===== src/rtl/uart_tx.sv =====
// Buffered 8N1 UART transmitter: a small byte FIFO feeding an LSB-first serialiser.
// Each bit lasts clkdiv+1 clocks, and frames are sent back to back while the FIFO holds data.
module uart_tx #(
  parameter int unsigned clkdiv     = 50000000/115200-1,
  parameter int unsigned depth_log2 = 2
) (
  input  logic       clk,
  input  logic       rst,
  input  logic [7:0] din,
  input  logic       wr_en,
  output logic       full,
  output logic       overflow,
  output logic       tx_serial,
  output logic       busy,
  output logic       done
);

  localparam int unsigned DEPTH = 1 << depth_log2;
  localparam logic [15:0] DIV = 16'(clkdiv);
  localparam logic [depth_log2:0] DEPTH_C = {1'b1, {depth_log2{1'b0}}};

  typedef enum logic [1:0] {IDLE, START, DATA, STOP} state_t;

  state_t                state_q, state_d;
  logic [15:0]           cnt_q, cnt_d;
  logic [2:0]            bit_q, bit_d;
  logic [7:0]            shift_q, shift_d;
  logic                  tx_q, tx_d;
  logic                  ovf_q;
  logic [7:0]            mem_q [DEPTH];
  logic [depth_log2-1:0] wptr_q, rptr_q;
  logic [depth_log2:0]   count_q, count_d;
  logic                  push, pop, bit_end, nonempty;

  // full is taken from the pre-pop count, so a write racing a pop at full is still dropped
  assign full      = (count_q == DEPTH_C);
  assign nonempty  = (count_q != '0);
  assign push      = wr_en && !full;
  assign bit_end   = (cnt_q == DIV);
  assign busy      = (state_q != IDLE);
  assign tx_serial = tx_q;
  assign overflow  = ovf_q;

  always_comb begin
    count_d = count_q;
    case ({push, pop})
      2'b10:   count_d = count_q + 1'b1;
      2'b01:   count_d = count_q - 1'b1;
      default: count_d = count_q;
    endcase
  end

  always_comb begin
    state_d = state_q;
    cnt_d   = cnt_q;
    bit_d   = bit_q;
    shift_d = shift_q;
    tx_d    = tx_q;
    pop     = 1'b0;
    done    = 1'b0;
    case (state_q)
      IDLE: begin
        if (nonempty) begin
          pop     = 1'b1;
          shift_d = mem_q[rptr_q];
          cnt_d   = '0;
          tx_d    = 1'b0;
          state_d = START;
        end else begin
          tx_d = 1'b1;
        end
      end
      START: begin
        if (bit_end) begin
          cnt_d   = '0;
          tx_d    = shift_q[0];
          shift_d = {1'b0, shift_q[7:1]};
          bit_d   = '0;
          state_d = DATA;
        end else begin
          cnt_d = cnt_q + 16'd1;
        end
      end
      DATA: begin
        if (bit_end) begin
          cnt_d = '0;
          if (bit_q == 3'd7) begin
            tx_d    = 1'b1;
            state_d = STOP;
          end else begin
            bit_d   = bit_q + 3'd1;
            tx_d    = shift_q[0];
            shift_d = {1'b0, shift_q[7:1]};
          end
        end else begin
          cnt_d = cnt_q + 16'd1;
        end
      end
      STOP: begin
        if (bit_end) begin
          done  = 1'b1;
          cnt_d = '0;
          // chain straight into the next start bit when more data is queued
          if (nonempty) begin
            pop     = 1'b1;
            shift_d = mem_q[rptr_q];
            tx_d    = 1'b0;
            state_d = START;
          end else begin
            tx_d    = 1'b1;
            state_d = IDLE;
          end
        end else begin
          cnt_d = cnt_q + 16'd1;
        end
      end
      default: state_d = IDLE;
    endcase
  end

  always_ff @(posedge clk) begin
    if (!rst) begin
      state_q <= IDLE;
      cnt_q   <= '0;
      bit_q   <= '0;
      tx_q    <= 1'b1;
      ovf_q   <= 1'b0;
      wptr_q  <= '0;
      rptr_q  <= '0;
      count_q <= '0;
    end else begin
      state_q <= state_d;
      cnt_q   <= cnt_d;
      bit_q   <= bit_d;
      tx_q    <= tx_d;
      ovf_q   <= wr_en && full;
      count_q <= count_d;
      if (push) wptr_q <= wptr_q + 1'b1;
      if (pop)  rptr_q <= rptr_q + 1'b1;
    end
  end

  always_ff @(posedge clk) begin
    shift_q <= shift_d;
    if (push) mem_q[wptr_q] <= din;
  end

endmodule


===== config.mk =====
export PLATFORM = sky130hd
export DESIGN_NAME = uart_tx
export DESIGN_NICKNAME = d
export VERILOG_FILES = /design/src/rtl/uart_tx.sv
export SDC_FILE = /design/constraint.sdc
export NUM_CORES = 1
export LEC_CHECK = 0
export BUFFER_PORTS_ARGS = -buffer_cell sky130_fd_sc_hd__buf_2
export CELL_PAD_IN_SITES_DETAIL_PLACEMENT = 2
export CELL_PAD_IN_SITES_GLOBAL_PLACEMENT = 2
export CORE_UTILIZATION = 35
export CTS_BUF_LIST = sky130_fd_sc_hd__clkbuf_4 sky130_fd_sc_hd__clkbuf_8
export DETAILED_ROUTE_END_ITERATION = 7
export GPL_ROUTABILITY_DRIVEN = 1
export PLACE_DENSITY_LB_ADDON = 0.1
export SLEW_MARGIN = 20
export SYNTH_ARGS = -nofsm -noshare
export SYNTH_HDL_FRONTEND = slang
export SYNTH_SLANG_ARGS = --single-unit

===== constraint.sdc =====
create_clock -name clk -period 3.65 [get_ports clk]
set_input_delay 0.73 -clock clk [delete_from_list [all_inputs] [get_ports clk]]
set_output_delay 0.73 -clock clk [all_outputs]
set_load 0.02 [all_outputs]

Word level (Yosys, flattened, before mapping):

Memory sizes are Yosys's and may differ from the RTL's. A register that Yosys moved wholly into a read port is not among the register bits.
Cells that the tools add are included.

* $add $sub $neg: 6
* reduce and logical (&&, ||, !) cells: 13
* mux-type cells: 36
* eq/ne operators: 14

Operator list (count)
* two-way mux 8 bit: 5
* two-way mux 16 bit: 2
* case mux 16 bit (2 select lines): 1
* case mux 8 bit (4 select lines): 1
* adder 16 x 1 -> 16 bit (second input constant): 1
* equality test 16 x 9 -> 1 bit (second input constant): 1
* two-way mux 2 bit: 7
* two-way mux 1 bit: 12
* inequality test 2 bit (second input constant): 6
* case mux 3 bit (2 select lines): 2
* two-way mux 3 bit: 3
* case mux 2 bit (4 select lines): 1
* AND reduction 4 bit: 2
* adder 3 x 1 -> 3 bit (second input constant): 2
* equality test 2 bit (second input constant): 3
* equality test 3 bit (second input constant): 2
* nonzero test 2 bit: 3
* AND reduction 5 bit: 1
* adder 2 x 1 -> 2 bit (second input constant): 2
* equality test 2 x 1 -> 1 bit (second input constant): 2
* case mux 1 bit (4 select lines): 1
* AND reduction 3 bit: 1
* nonzero test 3 bit: 1
* OR reduction 3 bit: 1
* 5 further kinds: 6

* output and inout bits: 5
* logic and storage cells: 79
* memories: 1
* bits of input ports: 11
* RAM bits: 32
* register bits after elaboration: 38

Memory list
* mem_q: depth 4, width 8, rd ports 1, clocked after memory_dff 1, wr ports 1, RTL line 30 `logic [7:0] mem_q [DEPTH];`

Longest topological paths before layout:

* depth in word-level cells: 6
* mapped depth: 12
* mapped depth without buffers: 12

Worst setup path before layout:

Ideal clock, no wire load.

* path type: reg-to-reg
* start: register cnt_q[9]
* end: register count_q[2]
* setup time: 0.071 ns
* setup slack: 0.715 ns
* cell stages (with the launch flop): 11
* required time: 3.579 ns
* path buffers: 0
* arrival time: 2.864 ns
* period minus slack after synthesis: 2.935 ns
* cell sequence: dfxtp_1 -> or4_4 -> nor4_4 -> a21oi_2 -> nor3_2 -> ha_1 -> inv_1 -> fa_1 -> xor2_1 -> or3_1 -> a21oi_1

* word-level cells in the longest chain between the ends: 5
* elaborated cells between the ends (all ways): 7
* those cells by class: eq/ne (3); mux (3); reduce/logical (1)

RTL lines
* start: declaration: RTL line 25 `logic [15:0] cnt_q, cnt_d;`
* start signal: assignment: RTL line 133 `cnt_q <= cnt_d;`
* equality test 16 x 9 -> 1 bit *: RTL line 39 `assign bit_end = (cnt_q == DIV);`
* two-way mux 1 bit *: RTL line 100 `if (bit_end) begin`
* case mux 1 bit (2 select lines) *: RTL line 61 `case (state_q)`
* via pop: RTL line 33 `logic push, pop, bit_end, nonempty;`
* equality test 2 x 1 -> 1 bit / equality test 2 bit (equally long branches): RTL line 46 `case ({push, pop})`
* case mux 3 bit (2 select lines) / nonzero test 2 bit (equally long branches)
* end signal: assignment: RTL line 137 `count_q <= count_d;`
* end: declaration: RTL line 32 `logic [depth_log2:0] count_q, count_d;`

The timed path passes the listed nets; every way through them passes the cells marked *.
A chain may end at the register's enable or synchronous reset.

Final worst setup path:

Same ends and word-level chain as after synthesis.

==> flow_summary.toml <==
[timing]
tightest_slew_ns = 0.7958
hold_slack_ns = 0.4684
rsz0062_at_grt = "false"
max-slew-margin-rel_pct = 46.37
post-route-period-util_pct = 90.04
max_freq_ghz = 0.3043
fin_setup_tns_ns = 0
fin_crit_ns = 3.287
finalMaxSlewViolations = 0
hold_viol = 0
skew_ns = 0.01010
finalSetupViolCount = 0

[critical_path]
worstSetupPathType = "reg2reg"
endpoint_kind = "flop"
cp_data_arrival_time_ns = 3.57
cp_slowest_cell = "or4_4"
r2r_setup_slack_ns = 0.36
cpLargestDelayFamily = "simple AND/OR/NAND/NOR gates"
rr_endpoint = "count_q[2]"
r2r_start = "cnt_q[9]"
required_ns = 3.93
cp_slowest_stage_delay_ns = 0.59
rr_worst_depth = 10
crit_fanout = 6
crit_chain = "or4_4, nor4_4, a21oi_2, nor3_2, ha_1, inv_1, fa_1, xor2_1, or3_1, a21oi_1"
cp-start-kind = "flop"
critPathBufInv = 1

[final_layout]
area_growth_pct = 12.90
antenna_cells = 0
layout_common_cells = "edfxtp_1 (40), dfxtp_1 (32), nand2_1 (28), nor2_1 (19), buf_2 (15)"
nFillCells = 1011
utilization_pct = 40.82
final_common_cell = "edfxtp_1"
layout.nets = 332
layout-drive-gt1-share_pct = 18.91

[grt]
grt-ovfl-total = 0
antenna_found_initial = 0
grt_pass1_vias = 2556
grt_max_degree = 24
grt_usage_pct = 18.94
grt_pass1_wl_um = 14050

[floorplan]
rows = 35
die_h_um = 99.94
initial_core_util_pct = 36.16
die_area_mm2 = 0.009987
fp.dieW_um = 99.94
ios = 16
core_mm2 = 0.009284

[detailed_routing]
first_pass_iters = 4
via_per_inst = 5.274
highest_layer = "met4"
first_iter_violations = 94
routed-wl-met3_um = 239
met2_length_um = 4095
wl_per_cell_um = 19.39
ant_nets = 0
vias = 2326
met1Wirelength_um = 4101
wirelength_um = 8549
drc = 0

[clocking]
cts_hold_buf = 0
cts_buffer_depth = 2
clockRootBuffer = "clkbuf_8"
cts_tree = "done"
clk_latency_ns = 0.35
numCtsBuffers = 9
clock-sinks = 72
cts.reportedPaths.clkPinSlew_ns = 0.08
cts_repair_resize_count = 0
post-cts-setup-buffers = 0
ctsHtreeMaxLevel = 3

[hold_path]
hold_depth = 2
whs_endpoint = "bit_q[2]"
min-delay-start = "bit_q[2]"
hp-class = "reg2reg"

[placement]
place.gp.congestion = 0.8087
port_buffers = 15
dp_hpwl_um = 6183

[pwr]
ir_worst_vdd_mv = 0.2968
p_leak_nw = 1.348
fin_total_pwr_w = 0.002958
powerDensity_mw_per_mm2 = 780.6

[yosys]
synth_nets = 311
yosysSeqAreaShare_pct = 54.86
syn_area_mm2 = 0.003357
async_reset_ff_share_pct = 0
ys.flop_type = "edfxtp_1"
synth_edf_count = 40
yosysWarnings = 0
synth.avg_cell_area_um2 = 11.74
yosysUniqueCellTypes = 48
ys_ff_latch = 72
synthesis.instances = 286

[flow_run]
timing.max_cap.violations = 0

[run_status]
status = "finished, final reports clean"
## cells by family (layout without fill, tap and decap cells)
| kind of cell | after synthesis | after routing | share of synthesized area (%) |
|---|---|---|---|
| DFF | 72 | 72 | 54.86 |
| buffers and inverters | 23 | 49 | 2.572 |
| muxes | 15 | 15 | 7.454 |
| xor gates and xnor gates | 6 | 6 | 1.565 |
| and+or+nand+nor | 101 | 101 | 16.36 |
| adders and majority gates | 14 | 14 | 5.442 |
| AOI/OAI and AO/OA | 55 | 55 | 11.74 |
## power breakdown
group	total, W	internal, W	switching (W)
logic	0.00114	0.000447	0.000693
registers	0.00118	0.00106	0.000120
clock network	0.000635	0.000346	0.000289
total	0.00296	0.00186	0.00110
## metal layers
| metal | GRT usage [%] | vias to the layer above |
|---|---|---|
| li1 | - | 1116 |
| met1 | 24.98 | 1165 |
| met2 | 30.72 | 35 |
| met3 | 4.735 | 10 |
| met4 | 5.769 | 0 |
| met5 | 0 | - |
## Yosys cell counts, drive strengths merged, types with 3 or more instances
master	instances	area share, %
xor2	4	1.0
nand2	28	3.1
o221a	3	1.0
nor3	9	1.5
and2	6	1.1
or3	4	0.75
nor4	5	1.4
o21ai	13	1.9
dfxtp	32	19
mux4	8	5.4
mux2i	7	2.1
nand4	3	0.56
a21oi	13	2.1
nand3	10	1.5
ha	13	4.8
inv	13	1.5
o31ai	3	0.67
a31o	3	0.78
nor2	19	2.1
clkbuf	10	1.1
a22o	7	1.8
edfxtp	40	36
and3	4	0.75
## stage by stage
step / std cells / area (um2) / setup WS [ns]
6_report: 441 / 3790 / 0.3635
5_1_grt: 441 / 3790 / 0.07960
4_1_cts: 441 / 3790 / 0.3586
3_5_place_dp: 425 / 3593 / 0.3824
3_3_place_gp: 425 / 3593 / 0.4933
2_1_floorplan: 286 / 3357 / 0.7153
## worst max path at each step
stage	from	end	cells past startpoint
6_report	cnt_q[9]	count_q[2]	10
5_1_grt	cnt_q[9]	count_q[2]	10
4_1_cts	cnt_q[9]	count_q[2]	10
3_5_place_dp	cnt_q[10]	count_q[2]	10
3_3_place_gp	cnt_q[10]	count_q[2]	10
2_1_floorplan	cnt_q[9]	count_q[2]	10
## flip-flops by register name, indices dropped and copies added (netlist names), named ones only
name,count
bit_q,3
wptr_q,2
tx_serial,1
state_q,2
shift_q,8
overflow,1
count_q,3
rptr_q,2
mem_q,32
cnt_q,16
## cell type report
type | count | area (um2) | area share [%]
flip-flops and latches | 72 | 1842 | 48.60
inverters | 13 | 48.80 | 1.288
repair buffers | 20 | 112.6 | 2.971
multi-input cells | 191 | 1429 | 37.70
clock buffers | 13 | 153.9 | 4.061
clock inverters | 3 | 42.54 | 1.122
well taps | 129 | 161.4 | 4.259
## worst reg2reg max path, cell delays in order, from the launching register on
cell,delay (ns)
dfxtp_1,0.36
or4_4,0.59
nor4_4,0.47
a21oi_2,0.14
nor3_2,0.34
ha_1,0.26
inv_1,0.06
fa_1,0.38
xor2_1,0.15
or3_1,0.31
a21oi_1,0.15
(Power assumes the default switching activity.)
